**config.mk**
```make
export PLATFORM = sky130hd
export DESIGN_NAME = freq_gen
export DESIGN_NICKNAME = d
export VERILOG_FILES = /design/src/rtl/freq_gen.sv
export SDC_FILE = /design/constraint.sdc
export NUM_CORES = 1
export LEC_CHECK = 0
export ABC_AREA = 1
export CAP_MARGIN = 20
export CELL_PAD_IN_SITES_DETAIL_PLACEMENT = 0
export CELL_PAD_IN_SITES_GLOBAL_PLACEMENT = 1
export CORE_MARGIN = 2
export CORE_UTILIZATION = 40
export CTS_CLUSTER_SIZE = 16
export DETAILED_ROUTE_END_ITERATION = 10
export HOLD_SLACK_MARGIN = 0.15
export PLACE_DENSITY = 0.69
export SETUP_SLACK_MARGIN = 0.5
export SLEW_MARGIN = 40
export SYNTH_ARGS = -nofsm -noshare
export SYNTH_HDL_FRONTEND = slang
export SYNTH_SLANG_ARGS = --single-unit
```
**constraint.sdc**
```tcl
create_clock -name clk -period 8.15 [get_ports clk]
set_clock_uncertainty 0.2 [all_clocks]
set_input_delay 1.2225 -clock clk [delete_from_list [all_inputs] [get_ports clk]]
set_output_delay 1.2225 -clock clk [all_outputs]
set_load 0.01 [all_outputs]
```
**src/rtl/freq_gen.sv**
```systemverilog
// -----------------------------------------------------------------------------
// freq_gen
//   Programmable square-wave generator, the transmit-side partner of the
//   frequency meter. A load captures a 4-digit BCD frequency in kHz units
//   (d1 = MHz place ... d4 = kHz place). A short sequential datapath then
//   computes the half-period in clock cycles:
//     CONV  : 4 cycles, BCD -> binary kHz value, MSD first
//     SCALE : 1 cycle,  den = 2000 * kHz   (= 2 * F_HZ)
//     DIV   : CNT_W cycles, restoring divide CLK_HZ / den
//     APPLY : 1 cycle,  install the new half-period and restart the phase
//   A toggle counter turns the half-period into a 50% duty square wave.
//   The previous waveform keeps running for the whole reprogram.
//
// Ports
//   clk     in   system clock, CLK_HZ
//   rst     in   asynchronous reset, active-high
//   load    in   1-cycle strobe: capture digit1..digit4, start a reprogram
//   digit1  in   BCD, 1 MHz place
//   digit2  in   BCD, 100 kHz place
//   digit3  in   BCD, 10 kHz place
//   digit4  in   BCD, 1 kHz place
//   signal  out  generated square wave (registered)
//   busy    out  reprogram in progress, loads ignored while high
//   err     out  last accepted-in-IDLE load held a digit above 9
// -----------------------------------------------------------------------------
module freq_gen #(
  parameter int unsigned CLK_HZ = 50_000_000,
  parameter int unsigned CNT_W  = 32
) (
  input  logic       clk,
  input  logic       rst,
  input  logic       load,
  input  logic [3:0] digit1,
  input  logic [3:0] digit2,
  input  logic [3:0] digit3,
  input  logic [3:0] digit4,
  output logic       signal,
  output logic       busy,
  output logic       err
);

  localparam int unsigned STEP_W = $clog2(CNT_W) + 1;
  localparam logic [CNT_W-1:0] DIVIDEND = CNT_W'(CLK_HZ);
  localparam logic [STEP_W-1:0] LAST_DIGIT = STEP_W'(3);
  localparam logic [STEP_W-1:0] LAST_DIV_STEP = STEP_W'(CNT_W - 1);

  typedef enum logic [2:0] {
    IDLE,
    CONV,
    SCALE,
    DIV,
    APPLY
  } state_t;

  state_t               state_q, state_d;
  logic [3:0][3:0]      digits_q, digits_d;
  logic [STEP_W-1:0]    step_q, step_d;
  logic [CNT_W-1:0]     acc_q, acc_d;
  logic [CNT_W-1:0]     den_q, den_d;
  logic [CNT_W-1:0]     rem_q, rem_d;
  logic [CNT_W-1:0]     dvd_q, dvd_d;
  logic [CNT_W-1:0]     quo_q, quo_d;
  logic [CNT_W-1:0]     half_q, half_d;
  logic [CNT_W-1:0]     cnt_q, cnt_d;
  logic                 signal_q, signal_d;
  logic                 err_q, err_d;

  logic                 digitsBad;
  logic [3:0]           curDigit;
  logic [CNT_W:0]       remShift;
  logic [CNT_W-1:0]     remDiff;

  // A digit above 9 makes the whole load invalid.
  assign digitsBad = (digit1 > 4'd9) || (digit2 > 4'd9) ||
                     (digit3 > 4'd9) || (digit4 > 4'd9);

  // Digit consumed by the current CONV step; slot 0 holds the MSD.
  assign curDigit = digits_q[step_q[1:0]];

  // One restoring-divide step: bring down the next dividend bit, then try
  // to subtract the denominator. remDiff is only used when remShift >= den,
  // so the modular CNT_W-bit subtraction is exact there.
  assign remShift = {rem_q, dvd_q[CNT_W-1]};
  assign remDiff  = remShift[CNT_W-1:0] - den_q;

  // State and datapath registers. Reset abandons any reprogram in flight and
  // stops the waveform.
  always_ff @(posedge clk or posedge rst) begin
    if (rst) begin
      state_q  <= IDLE;
      digits_q <= '0;
      step_q   <= '0;
      acc_q    <= '0;
      den_q    <= '0;
      rem_q    <= '0;
      dvd_q    <= '0;
      quo_q    <= '0;
      half_q   <= '0;
      cnt_q    <= '0;
      signal_q <= 1'b0;
      err_q    <= 1'b0;
    end else begin
      state_q  <= state_d;
      digits_q <= digits_d;
      step_q   <= step_d;
      acc_q    <= acc_d;
      den_q    <= den_d;
      rem_q    <= rem_d;
      dvd_q    <= dvd_d;
      quo_q    <= quo_d;
      half_q   <= half_d;
      cnt_q    <= cnt_d;
      signal_q <= signal_d;
      err_q    <= err_d;
    end
  end

  // Next-state logic: the reprogram sequencer plus the free-running toggle
  // counter. The toggle counter runs in every state; only APPLY overrides it.
  always_comb begin
    state_d  = state_q;
    digits_d = digits_q;
    step_d   = step_q;
    acc_d    = acc_q;
    den_d    = den_q;
    rem_d    = rem_q;
    dvd_d    = dvd_q;
    quo_d    = quo_q;
    half_d   = half_q;
    cnt_d    = cnt_q;
    signal_d = signal_q;
    err_d    = err_q;

    // Toggle counter: half==0 means stopped with the output parked low.
    if (half_q == '0) begin
      cnt_d    = '0;
      signal_d = 1'b0;
    end else if (cnt_q == half_q - CNT_W'(1)) begin
      cnt_d    = '0;
      signal_d = ~signal_q;
    end else begin
      cnt_d    = cnt_q + CNT_W'(1);
    end

    unique case (state_q)
      IDLE: begin
        if (load) begin
          if (digitsBad) begin
            err_d = 1'b1;
          end else begin
            err_d       = 1'b0;
            digits_d[0] = digit1;
            digits_d[1] = digit2;
            digits_d[2] = digit3;
            digits_d[3] = digit4;
            acc_d       = '0;
            step_d      = '0;
            state_d     = CONV;
          end
        end
      end

      CONV: begin
        // acc*10 + digit, with the multiply done as (acc<<3)+(acc<<1).
        acc_d = (acc_q << 3) + (acc_q << 1) + CNT_W'(curDigit);
        if (step_q == LAST_DIGIT) begin
          state_d = SCALE;
        end else begin
          step_d = step_q + STEP_W'(1);
        end
      end

      SCALE: begin
        // 2000 = 1024 + 512 + 256 + 128 + 64 + 16
        den_d = (acc_q << 10) + (acc_q << 9) + (acc_q << 8) +
                (acc_q << 7) + (acc_q << 6) + (acc_q << 4);
        rem_d = '0;
        dvd_d = DIVIDEND;
        quo_d = '0;
        step_d = '0;
        // An all-zero frequency has no divide to do; go straight to APPLY
        // with a zero quotient, which stops the waveform.
        if (acc_q == '0) begin
          state_d = APPLY;
        end else begin
          state_d = DIV;
        end
      end

      DIV: begin
        dvd_d = dvd_q << 1;
        if (remShift >= {1'b0, den_q}) begin
          rem_d = remDiff;
          quo_d = {quo_q[CNT_W-2:0], 1'b1};
        end else begin
          rem_d = remShift[CNT_W-1:0];
          quo_d = {quo_q[CNT_W-2:0], 1'b0};
        end
        if (step_q == LAST_DIV_STEP) begin
          state_d = APPLY;
        end else begin
          step_d = step_q + STEP_W'(1);
        end
      end

      APPLY: begin
        // Restart the phase so the new waveform begins with a full high half.
        half_d   = quo_q;
        cnt_d    = '0;
        signal_d = (quo_q != '0);
        state_d  = IDLE;
      end

      default: begin
        state_d = IDLE;
      end
    endcase
  end

  assign signal = signal_q;
  assign busy   = (state_q != IDLE);
  assign err    = err_q;

endmodule
```
* Yosys cells after proc, flatten, opt, wreduce, memory -nomap -nowiden
Index checks and enable logic that the tools add are counted.
** Storage, ports and cells
- Register bits after elaboration :: 251
- Logic and storage cells :: 92
** Operators by class
- $add $sub $neg :: 11
- Order comparisons :: 6
- Eq/ne operators :: 13
- Muxes and demuxes :: 28
- Bitwise operators :: 2
- Reductions and logical operators :: 17
** Operators with widths (count)
- 32-bit case mux with 2 select lines :: 4
- 32-bit adder :: 6
- 32-bit 2-to-1 mux :: 6
- 32-bit zero test :: 2
- 33-bit by 32-bit greater-or-equal comparator with 1-bit output :: 1
- 32-bit by 1-bit adder with 32-bit output (second input constant) :: 1
- 32-bit by 4-bit adder with 32-bit output :: 1
- 32-bit equality test :: 1
- 32-bit nonzero test :: 1
- 32-bit by 1-bit subtractor with 32-bit output (second input constant) :: 1
- 32-bit subtractor :: 1
- 6-bit 2-to-1 mux :: 4
- 6-bit case mux with 4 select lines :: 1
- 4-bit > comparator (second input constant) :: 4
- 3-bit 2-to-1 mux :: 5
- 2-bit != test (second input constant) :: 6
- 3-bit case mux with 4 select lines :: 1
- 4-bit binary-select mux with 2-bit select :: 1
- 6-bit by 1-bit adder with 6-bit output (second input constant) :: 1
- 3-bit by 2-bit equality test with 1-bit output (second input constant) :: 2
- 6-bit by 2-bit equality test with 1-bit output (second input constant) :: 1
- 6-bit by 5-bit equality test with 1-bit output (second input constant) :: 1
- 3-bit AND reduction :: 2
- 3-bit nonzero test :: 2
- 13 further kinds :: 21

* Logic depth before layout (Yosys ltp)
Gate-level depths: netlist (run 1).
- Word-level depth :: 7
- Gate-level depth with buffers :: 20
- Gate-level depth less buffers :: 20

* Worst setup path before layout (run 1)
Ideal clock, no wire load.
- Kind :: reg-to-reg
- From :: register acc_q[4]
- To :: register den_q[27]
- Setup time :: 0.131 ns
- Arrival :: 3.722 ns
- Data required time :: 7.819 ns
- Slack :: 4.097 ns
- Cell stages (with the launch flop) :: 20
- Path buffers :: 0
- Cell sequence :: dfrtp_1 > inv_1 > fa_1 > inv_1 > fa_1 > inv_1 > fa_1 > inv_1 > ha_1 > a21oi_1 > nor2_1 > nor2_1 > nand2_1 > nand2_1 > nand2_1 > a21o_1 > nand3_1 > nand3b_1 > nand3_1 > o21ai_0
** Between the ends
- Longest elaborated chain between the ends :: 5
** RTL lines
- start: declaration :: RTL line 58 : logic [CNT_W-1:0] acc_q, acc_d;
- start signal: assignment :: RTL line 93 : acc_q <= '0;
- start signal: assignment :: RTL line 106 : acc_q <= acc_d;
- 32-bit adder (3 in a row) :: RTL line 175 : den_d = (acc_q << 10) + (acc_q << 9) + (acc_q << 8) +
- 32-bit adder :: RTL line 176 : (acc_q << 7) + (acc_q << 6) + (acc_q << 4);
- 32-bit adder * :: RTL line 176
- end signal: assignment :: RTL line 107 : den_q <= den_d;
- end: declaration :: RTL line 59 : logic [CNT_W-1:0] den_q, den_d;
Every way passes the cells marked *; elsewhere a longest branch is shown, timed or not.
A chain may end at the register's enable or synchronous reset.

* Final worst setup path (run 1)
- From :: register acc_q[4]
- To :: register den_q[22]
The elaborated chain is that of the path after synthesis.

==> out/results.txt, run 1 <==
peak fanout along the critical path -> 6
register area share after synthesis -> 0.318
Post-Syn Area -> 18900 sq um
initial standard-cell utilization of the core -> 0.405
start-to-end type of the worst setup path -> reg -> reg
required time reported for the critical path endpoint -> 8.40 ns
VDD IR-drop max -> 0.193 mV
buffers and inverters on the worst path -> 4
terminus of the critical flop-to-flop path -> den_q[22]$_DFFE_PP0P_
Syn Nets -> 2736
share of flip-flops with an asynchronous set or reset -> 1.00
number of logic stages on the critical path including buffering -> 14
top flip-flop cell by instance count after synthesis -> dfrtp_1
worst slack, placed -> 3.37 ns
CTS sink count -> 240
top library cells by usage in the layout, fill and taps aside -> nand2_1, inv_1, dfrtp_1
total power per unit cell area -> 129 nW/um^2
die width -> 221 um
clock-pin slew on the worst setup and hold paths -> 0.06 ns
iteration-0 DRC count of the detailed router -> 842
total of hold buffers inserted after clock tree synthesis -> 0
I/O pin total -> 22
clock buffer depth -> 3
post-detail-place hpwl -> 39400 um
height of the die -> 221 um
slew at the pin closest to its max-slew limit -> 0.812 ns
Sum Neg Setup Slack -> 0 ns
count of warnings emitted by yosys -> 0
maximum number of pins on one net before global-route repair -> 142
fmax -> 211 MHz
number of clock buffers inserted by TritonCTS -> 30
final period demand of the worst path -> 4.75 ns
count of buffers inserted at the top-level ports -> 21
Resized cells post-CTS -> 0
# Post-CTS Setup Buffers -> 0
data arrival time at the worst-slack endpoint -> 5.00 ns
kind of path behind the tightest hold check -> reg -> reg
Final Hold Violating Endpoints -> 0
GRT Total Usage -> 0.210
layout cells sized above 1 -> 0.0433
later-pin clock latency in the skew report -> 0.59 ns
Remaining DRCs -> 0
Worst Hold Endpoint -> digits_q[6]$_DFFE_PP0P_
relative slew slack -> 0.453
weighted congestion at the end of routability-driven global placement -> 0.867
setup-violating endpoint count in the final report -> 0
final number of max-transition violations -> 0
final worst-path setup slack -> 3.40 ns
number of H-tree branching levels -> 1
number of flops mapped to enable cells by yosys -> 0
Final Cycle Share -> 0.583
final routed wire length divided by cell count -> 16.0 um
type of element capturing the critical path -> flip-flop
number of max-cap violations -> 0
number of library cell types mapped by synthesis -> 45
crit path cell chain -> inv_1, fa_1, inv_1, fa_1, inv_1, fa_1, inv_1, ha_1, nand2_1, o21ai_0, a21oi_1, or2_2, nand3_1, o21ai_0
clock tree from TritonCTS -> built
final instance count without filler cells -> 3145
Placement Rows -> 79
cells after synthesis -> 2499
startpoint of the worst setup timing path -> acc_q[4]$_DFFE_PP0P_
Reg2Reg Setup Slack -> 3.40 ns
Util after Layout -> 0.448
synthesized area per cell -> 7.55 sq um
Crit Reg-Reg Startpoint -> acc_q[4]$_DFFE_PP0P_
global-route wire length before repair -> 84900 um
total global routing overflow -> 0
cell with the largest stage delay on the worst path -> o21ai_0
first drt pass iteration count -> 5
area growth from synthesis to final layout -> 10.6%
depth of the worst register-to-register path -> 14
post-synthesis sequential element count -> 240
vias in the first global route -> 16.0k
routed via count divided by cell count -> 5.12
unrepaired setup endpoints after global routing -> false
overall die area -> 48900 sq um
CP top delay family -> adder cells
antenna violations before repair -> 0
Worst path max stage delay -> 0.67 ns
antenna diode instance count -> 0
Worst setup SP type -> flip-flop
vias -> 16.1k
Detail Route Antenna Nets -> 0
most common cell after layout, fill and taps aside -> nand2_1
worst hold stages -> 2
area inside the core boundary -> 46600 sq um
placed cell area -> 19700 sq um
crit-path most repeated cell -> inv_1
Layout Cell Area excl Fill -> 20900 sq um
status -> finished clean
Final Routed Wirelength -> 50400 um
Leak Pwr -> 10.9 nW
placed cell count -> 3088
Hold Crit Start -> digits_q[6]$_DFFE_PP0P_
net count reported at finish -> 2751
root buffer selected by CTS -> clkbuf_16
## where the power goes
group | total [W] | internal (W) | switching (W)
registers | 0.00120 | 0.00119 | 0.00000132
clock network | 0.00146 | 0.000893 | 0.000570
logic | 0.0000438 | 0.0000137 | 0.0000301
## synth_stat cells, types with 2 or more instances
master | count | area, sq um
a211oi_1 | 5 | 37.5
a21boi_0 | 3 | 22.5
a21o_1 | 11 | 82.6
a21oi_1 | 131 | 656
a31o_2 | 2 | 17.5
a31oi_1 | 6 | 37.5
buf_1 | 5 | 18.8
buf_2 | 4 | 20.0
buf_6 | 3 | 33.8
clkbuf_1 | 37 | 139
clkinv_1 | 3 | 11.3
dfrtp_1 | 240 | 6010
fa_1 | 87 | 1740
ha_1 | 131 | 1640
inv_1 | 437 | 1640
inv_2 | 2 | 7.51
nand2_1 | 522 | 1960
nand2_2 | 6 | 37.5
nand3_1 | 105 | 526
nand3_2 | 2 | 20.0
nand3b_1 | 11 | 82.6
nand4_1 | 40 | 250
nor2_1 | 240 | 901
nor2_2 | 8 | 50.1
nor2_4 | 5 | 56.3
nor3_1 | 29 | 145
nor3_2 | 4 | 40.0
nor4_1 | 21 | 131
o211ai_1 | 14 | 105
o21a_1 | 4 | 30.0
o21ai_0 | 186 | 931
o21ai_1 | 5 | 25.0
o21bai_1 | 10 | 75.1
o22a_1 | 7 | 61.3
o22ai_1 | 66 | 413
or2_2 | 5 | 31.3
xnor2_1 | 46 | 403
xor2_1 | 49 | 429
## worst max-delay path by stage
stage / to / slack (ns)
6_report: den_q[22]$_DFFE_PP0P_ / 3.40
4_1_cts: den_q[22]$_DFFE_PP0P_ / 3.34
2_1_floorplan: acc_q[0]$_DFFE_PP0P_ / 3.58
3_5_place_dp: den_q[22]$_DFFE_PP0P_ / 3.37
3_3_place_gp: acc_q[31]$_DFFE_PP0P_ / 3.29
5_1_grt: den_q[22]$_DFFE_PP0P_ / 3.04
## metrics by stage
stage / hold WS [ns] / power, W
detailed placement: 0.263 / 0.00126
global placement: 0.260 / 0.00126
CTS: 0.278 / 0.00275
finish: 0.277 / 0.00270
floorplan: 0.237 / 0.00124
global route: 0.291 / 0.00281
## registers in the layout (all words and copies together), names as in the netlist
register  flops
signal        1
acc_q        32
den_q        28
cnt_q        32
half_q       32
rem_q        32
digits_q     16
state_q       3
step_q        6
quo_q        32
dvd_q        25
err           1
## logic make-up after synthesis
logic type      after synthesis  share of synthesized area
compound gates              455                      0.134
xor+xnor                     95                     0.0441
fa+ha+maj                   218                      0.179
buf+inv                     492                     0.0995
flops                       240                      0.318
simple gates                999                      0.225
## cell type report
class / instances / area (sq um)
multi-input cells: 1767 / 11000
well taps: 607 / 759
fillers: 4779 / 25700
clock inverters: 17 / 213
flip-flops and latches: 240 / 6010
clock buffers: 39 / 886
repair buffers: 33 / 333
inverters: 442 / 1660
## routing by layer
layer,global-route usage,share of wire
met1,0.298,0.48
met2,0.342,0.46
met3,0.0271,0.038
met4,0.0478,0.021
met5,0,0
## worst reg2reg max path, stage by stage, from the launching register on
cell,delay [ns]
dfrtp_1,0.52
inv_1,0.23
fa_1,0.55
inv_1,0.06
fa_1,0.54
inv_1,0.06
fa_1,0.53
inv_1,0.05
ha_1,0.36
nand2_1,0.12
o21ai_0,0.67
a21oi_1,0.22
or2_2,0.32
nand3_1,0.10
o21ai_0,0.09
Note: power is estimated with default switching activity, not from simulation.
==> inputs of run 2 (changes only) <==
Clock period 8.15 ns to 4.33 ns, I/O delays scaled along.
==> run 2 against run 1 <==
Effect of this change: maximum frequency up 22%; cell count up 2.9%; clock power up 68%; global-route usage up 0.98 points.
==> out/results.txt, run 2 (synthesis results as in run 1) <==
Filler cells -> 4722 (-1.2%)
final worst-path setup slack -> 0.434 ns (-2.97 ns)
iteration-0 DRC count of the detailed router -> 886 (+5.2%)
net count reported at finish -> 2846 (+3.5%)
top library cells by usage in the layout, fill and taps aside -> nand2_1, inv_1, dfrtp_1
capturing instance or port of the critical path -> den_q[25]$_DFFE_PP0P_
number of clock buffers inserted by TritonCTS -> 30 (unchanged)
power share of the sequential group -> 0.470 (+0.028)
peak fanout along the critical path -> 5 (-1)
setup-violating endpoint count in the final report -> 0 (unchanged)
global-route wire length before repair -> 87900 um (+3.5%)
root buffer selected by CTS -> clkbuf_16
maximum number of pins on one net before global-route repair -> 113 (-20%)
final period demand of the worst path -> 3.90 ns (-0.851 ns)
internal power summed over all cells -> 0.00370 W (+76%)
worst slack, placed -> -0.0564 ns (-3.43 ns)
antenna violations before repair -> 0 (unchanged)
Placement Rows -> 79 (unchanged)
post-detail-place hpwl -> 41700 um (+5.6%)
terminus of the critical flop-to-flop path -> den_q[25]$_DFFE_PP0P_
most common cell after layout, fill and taps aside -> nand2_1
Remaining DRCs -> 0 (unchanged)
later-pin clock latency in the skew report -> 0.57 ns (-0.02 ns)
area growth from synthesis to final layout -> 17.3%
combinational fraction of design power -> 0.018 (+0.002)
final number of max-transition violations -> 0 (unchanged)
status -> finished clean
clock-pin slew on the worst setup and hold paths -> 0.06 ns (about the same)
Leak Pwr -> 11.4 nW (+5.2%)
I/O pin total -> 22 (unchanged)
Util after Layout -> 0.476 (+0.0273)
kind of path behind the tightest hold check -> reg -> reg
Crit Reg-Reg Startpoint -> acc_q[8]$_DFFE_PP0P_
weighted congestion at the end of routability-driven global placement -> 0.889 (+2.5%)
VDD IR-drop max -> 0.327 mV (+69%)
area of all sequential standard cells -> 6010 sq um (+0.15%)
depth of the worst register-to-register path -> 18 (+4)
total global routing overflow -> 0 (unchanged)
placed cell area -> 20100 sq um (+1.6%)
slew at the pin closest to its max-slew limit -> 0.774 ns (-0.0381 ns)
start-to-end type of the worst setup path -> reg -> reg
relative slew slack -> 0.481 (+0.0279)
Final Cycle Share -> 0.900 (+0.317)
data arrival time at the worst-slack endpoint -> 4.12 ns (-0.88 ns)
area inside the core boundary -> 46600 sq um (unchanged)
clock buffer depth -> 3 (unchanged)
GRT Total Usage -> 0.220 (+0.00979)
height of the die -> 221 um (unchanged)
Final Hold Violating Endpoints -> 0 (unchanged)
Design Power -> 0.00479 W (+77%)
multi-input logic area -> 11700 sq um (+6.1%)
count of buffers inserted at the top-level ports -> 21 (unchanged)
vias in the first global route -> 16.4k (+2.1%)
required time reported for the critical path endpoint -> 4.56 ns (-3.84 ns)
startpoint of the worst setup timing path -> acc_q[8]$_DFFE_PP0P_
type of element capturing the critical path -> flip-flop
final routed wire length divided by cell count -> 16.5 um (+3.2%)
routed via count divided by cell count -> 5.13 (about the same)
NetSw -> 0.00108 W (+80%)
Layout Cell Area excl Fill -> 22100 sq um (+6.1%)
die width -> 221 um (unchanged)
vias -> 16.6k (+3.0%)
CTS sink count -> 240 (unchanged)
proportion of total power due to net switching -> 0.226 (+0.00323)
clock power share -> 0.512 (-0.029)
antenna diode instance count -> 0 (unchanged)
Final Routed Wirelength -> 53500 um (+6.1%)
number of H-tree branching levels -> 1 (unchanged)
Hold Crit Start -> digits_q[7]$_DFFE_PP0P_
unrepaired setup endpoints after global routing -> true
layout cells sized above 1 -> 0.125 (+0.0818)
Worst setup SP type -> flip-flop
total power per unit cell area -> 216 nW/um^2 (+67%)
number of max-cap violations -> 0 (unchanged)
Detail Route Antenna Nets -> 0 (unchanged)
clock tree from TritonCTS -> built
overall die area -> 48900 sq um (unchanged)
Reg2Reg Setup Slack -> 0.43 ns (-2.97 ns)
initial standard-cell utilization of the core -> 0.405 (unchanged)
first drt pass iteration count -> 5 (unchanged)
fmax -> 257 MHz (+22%)
[run 2: changes by cell type in the layout (fill, tap and decap cells not counted), moves of 8 or more]
cell,before,now
o21ai_1,5,13
inv_1,435,398
nand2_4,0,8
nand2_1,519,501
nor2_1,237,229
a21oi_1,131,117
ha_4,0,20
o21ai_0,186,172
buf_4,10,99
inv_2,3,33
ha_1,131,110
nand2_2,9,18
[run 2: power groups by stage]
stage                     logic (W)  clock network, W  registers, W
after floorplan           0.0000435                 0       0.00229
after detailed placement  0.0000885                 0       0.00229
after global placement    0.0000873                 0       0.00229
after global routing      0.0000991           0.00261       0.00225
final                     0.0000840           0.00245       0.00225
after CTS                 0.0000889           0.00252       0.00225
[run 2: layout make-up]
type | instances | area share
multi-input combinational | 1767 | 0.527
sequential | 240 | 0.272
inverter | 442 | 0.0758
timing repair buffer | 128 | 0.0475
clock buffer | 40 | 0.0384
tap | 607 | 0.0343
clock inverter | 12 | 0.00497
[run 2: routing by layer]
layer  up-vias  share of wire  track usage
li1       8288              -            -
met1      7945           0.49        0.320
met2       275           0.44        0.342
met3        84          0.039       0.0292
met4         0          0.028       0.0598
met5         -              0            0
[run 2: worst min-delay path by stage]
stage	slack, ns	end	cells past startpoint
6_report	0.27	digits_q[7]$_DFFE_PP0P_	2
5_1_grt	0.31	digits_q[7]$_DFFE_PP0P_	2
4_1_cts	0.27	digits_q[7]$_DFFE_PP0P_	2
3_5_place_dp	0.26	digits_q[7]$_DFFE_PP0P_	2
3_3_place_gp	0.26	digits_q[6]$_DFFE_PP0P_	2
2_1_floorplan	0.24	digits_q[5]$_DFFE_PP0P_	2
[run 2: timing repair]
action | in CTS | in global routing
buffers inserted | 23 | 29
setup endpoints to repair | 15 | 26
resized for setup | 126 | 68
hold buffers | 0 | 0
cloned | 0 | 0
pin swaps | 34 | 63
[run 2: through the flow]
step                      hold WS, ns  cells  TNS (ns)
after floorplan                 0.237   2499         0
after global placement          0.258   3132   -0.0557
after detailed placement        0.256   3132   -0.0564
after CTS                       0.271   3207         0
after global routing            0.307   3236         0
final                           0.266   3236         0
[run 2: worst max-delay path: stages (launching register included)]
cell	delay [ns]
dfrtp_1	0.42
buf_6	0.15
buf_4	0.13
fa_1	0.46
fa_1	0.50
inv_1	0.05
fa_1	0.49
inv_2	0.05
ha_4	0.25
a21oi_2	0.13
nand2_2	0.10
nand2_1	0.09
nand2_2	0.08
nand2_2	0.07
nand2_2	0.06
a21o_1	0.20
buf_6	0.13
xnor2_2	0.13
o21ai_1	0.07
==> inputs of run 3 (changes only) <==
Settings changed: REMOVE_ABC_BUFFERS from default to 1.
==> run 3 against run 2 <==
Effect of this change: sequential power hardly changed; clock-buffer cell count unchanged; sequential share of layout area decreased by 0.40 points; global-route usage is 0.74 points lower; first-iteration DRC count rose by 9.5%; power increased by 7.3%; critical path depth down 1; final area increased by 1.5%; register-to-register slack better by 0.04 ns; critical endpoint is now den_q[22]$_DFFE_PP0P_; largest cell class unchanged; highest routed layer unchanged.
==> out/results.txt, run 3 (synthesis results as in run 1) <==
status -> finished clean
placed cell area -> 20100 sq um (about the same)
clock buffer depth -> 3 (unchanged)
Remaining DRCs -> 0 (unchanged)
vias in the first global route -> 16.3k (-0.43%)
I/O pin total -> 22 (unchanged)
Placement Rows -> 79 (unchanged)
clock-pin slew on the worst setup and hold paths -> 0.08 ns (+0.02 ns)
maximum number of pins on one net before global-route repair -> 99 (-12%)
required time reported for the critical path endpoint -> 4.58 ns (+0.02 ns)
top library cells by usage in the layout, fill and taps aside -> nand2_1, inv_1, dfrtp_1
power share of the sequential group -> 0.438 (-0.032)
initial standard-cell utilization of the core -> 0.405 (unchanged)
number of clock buffers inserted by TritonCTS -> 30 (unchanged)
Util after Layout -> 0.483 (+0.00693)
later-pin clock latency in the skew report -> 0.60 ns (+0.03 ns)
antenna violations before repair -> 0 (unchanged)
highest-utilization routing layer at the global route stage -> met2
most common cell after layout, fill and taps aside -> nand2_1
depth of the worst register-to-register path -> 17 (-1)
overall die area -> 48900 sq um (unchanged)
first drt pass iteration count -> 5 (unchanged)
fmax -> 259 MHz (+1.1%)
Leak Pwr -> 11.6 nW (+1.5%)
die width -> 221 um (unchanged)
VDD IR-drop max -> 0.363 mV (+11%)
Final Routed Wirelength -> 52300 um (-2.3%)
final number of max-transition violations -> 0 (unchanged)
number of max-cap violations -> 0 (unchanged)
Layout Cell Area excl Fill -> 22500 sq um (+1.5%)
total of hold buffers inserted after clock tree synthesis -> 0 (unchanged)
net count reported at finish -> 2852 (+0.21%)
final routed wire length divided by cell count -> 16.1 um (-2.6%)
total global routing overflow -> 0 (unchanged)
setup-violating endpoint count in the final report -> 0 (unchanged)
proportion of total power due to net switching -> 0.215 (-0.0109)
vias -> 16.5k (-0.73%)
global-route wire length before repair -> 85500 um (-2.7%)
combinational fraction of design power -> 0.017 (about the same)
final period demand of the worst path -> 3.85 ns (-0.0422 ns)
iteration-0 DRC count of the detailed router -> 970 (+9.5%)
clock power share -> 0.545 (+0.033)
Final Hold Violating Endpoints -> 0 (unchanged)
routed via count divided by cell count -> 5.08 (-0.97%)
Worst setup SP type -> flip-flop
met3 track demand over resource -> 0.0236 (-0.00558)
post-detail-place hpwl -> 39800 um (-4.3%)
area growth from synthesis to final layout -> 19.1%
weighted congestion at the end of routability-driven global placement -> 0.894 (+0.65%)
Final Cycle Share -> 0.890 (-0.00974)
root buffer selected by CTS -> clkbuf_16
GRT Total Usage -> 0.212 (-0.00741)
unrepaired setup endpoints after global routing -> true
total power per unit cell area -> 229 nW/um^2 (+5.8%)
met2 Use GR -> 0.330 (-0.0126)
layout cells sized above 1 -> 0.135 (+0.0102)
antenna diode instance count -> 0 (unchanged)
data arrival time at the worst-slack endpoint -> 4.11 ns (about the same)
height of the die -> 221 um (unchanged)
clock tree from TritonCTS -> built
relative slew slack -> 0.462 (-0.0186)
GRT met1 Usage -> 0.319 (-0.00141)
CTS sink count -> 240 (unchanged)
Detail Route Antenna Nets -> 0 (unchanged)
internal power summed over all cells -> 0.00403 W (+8.8%)
number of H-tree branching levels -> 1 (unchanged)
type of element capturing the critical path -> flip-flop
kind of path behind the tightest hold check -> in -> async
NetSw -> 0.00110 W (+2.1%)
start-to-end type of the worst setup path -> reg -> reg
peak fanout along the critical path -> 6 (+1)
count of buffers inserted at the top-level ports -> 21 (unchanged)
slew at the pin closest to its max-slew limit -> 0.805 ns (+0.0307 ns)
area inside the core boundary -> 46600 sq um (unchanged)
## run 3: metal layers
layer,wire length [um],part of all wire
met1,26600,0.51
met3,1860,0.036
met5,0,0
met4,932,0.018
met2,22900,0.44
## run 3: path summary, 6_finish.rpt
path	startpoint	endpoint	slack, ns
max in group asynchronous	rst	acc_q[30]$_DFFE_PP0P_	2.73
worst min register to register	digits_q[0]$_DFFE_PP0P_	digits_q[0]$_DFFE_PP0P_	0.27
worst max register to register	acc_q[8]$_DFFE_PP0P_	den_q[22]$_DFFE_PP0P_	0.48
worst min-delay path	rst	den_q[15]$_DFFE_PP0P_	0.26
worst max-delay path	acc_q[8]$_DFFE_PP0P_	den_q[22]$_DFFE_PP0P_	0.48
min in group clk	digits_q[0]$_DFFE_PP0P_	digits_q[0]$_DFFE_PP0P_	0.27
## run 3: worst max-delay path, cell delays in order (launching register included)
cell	delay [ns]
dfrtp_1	0.40
inv_4	0.07
fa_1	0.56
inv_2	0.05
fa_1	0.54
inv_2	0.04
fa_1	0.48
inv_2	0.05
ha_4	0.34
nand2_4	0.10
o21ai_4	0.16
nand2_1	0.06
o211ai_1	0.13
a21oi_2	0.07
buf_4	0.15
or2_4	0.22
nand3_2	0.06
o21ai_2	0.05
## run 3: area by class of cell
type	count	area, sq um
clock buffers	40	870
clock inverters	14	229
fillers	4667	24100
inverters	442	1690
multi-input cells	1767	11800
flip-flops and latches	240	6010
well taps	607	759
repair buffers	134	1150
## run 3: metrics by stage
| step | power, W | setup TNS [ns] | hold WS [ns] | cells | setup WS, ns |
|---|---|---|---|---|---|
| after floorplan | 0.00233 | -823.89 | 0.237 | 2449 | -3.11 |
| after global placement | 0.00238 | 0 | 0.249 | 3125 | 0.171 |
| after detailed placement | 0.00238 | 0 | 0.258 | 3125 | 0.132 |
| after CTS | 0.00521 | 0 | 0.274 | 3205 | 0.480 |
| after global routing | 0.00531 | 0 | 0.279 | 3244 | 0.352 |
| final | 0.00514 | 0 | 0.261 | 3244 | 0.476 |
## run 3: power groups by stage
| stage | logic (W) | clock network, W | registers, W |
|---|---|---|---|
| final | 0.0000867 | 0.00280 | 0.00225 |
| after global routing | 0.000101 | 0.00296 | 0.00225 |
| after CTS | 0.0000886 | 0.00287 | 0.00225 |
| after detailed placement | 0.0000883 | 0 | 0.00229 |
| after global placement | 0.0000871 | 0 | 0.00229 |
| after floorplan | 0.0000432 | 0 | 0.00229 |
## run 3: repair_timing
action,CTS,global route
setup endpoints to repair,15,24
gates cloned,0,0
endpoints found under the hold margin,0,0
resized for setup,116,117
pin swaps,28,78
buffers inserted,26,38
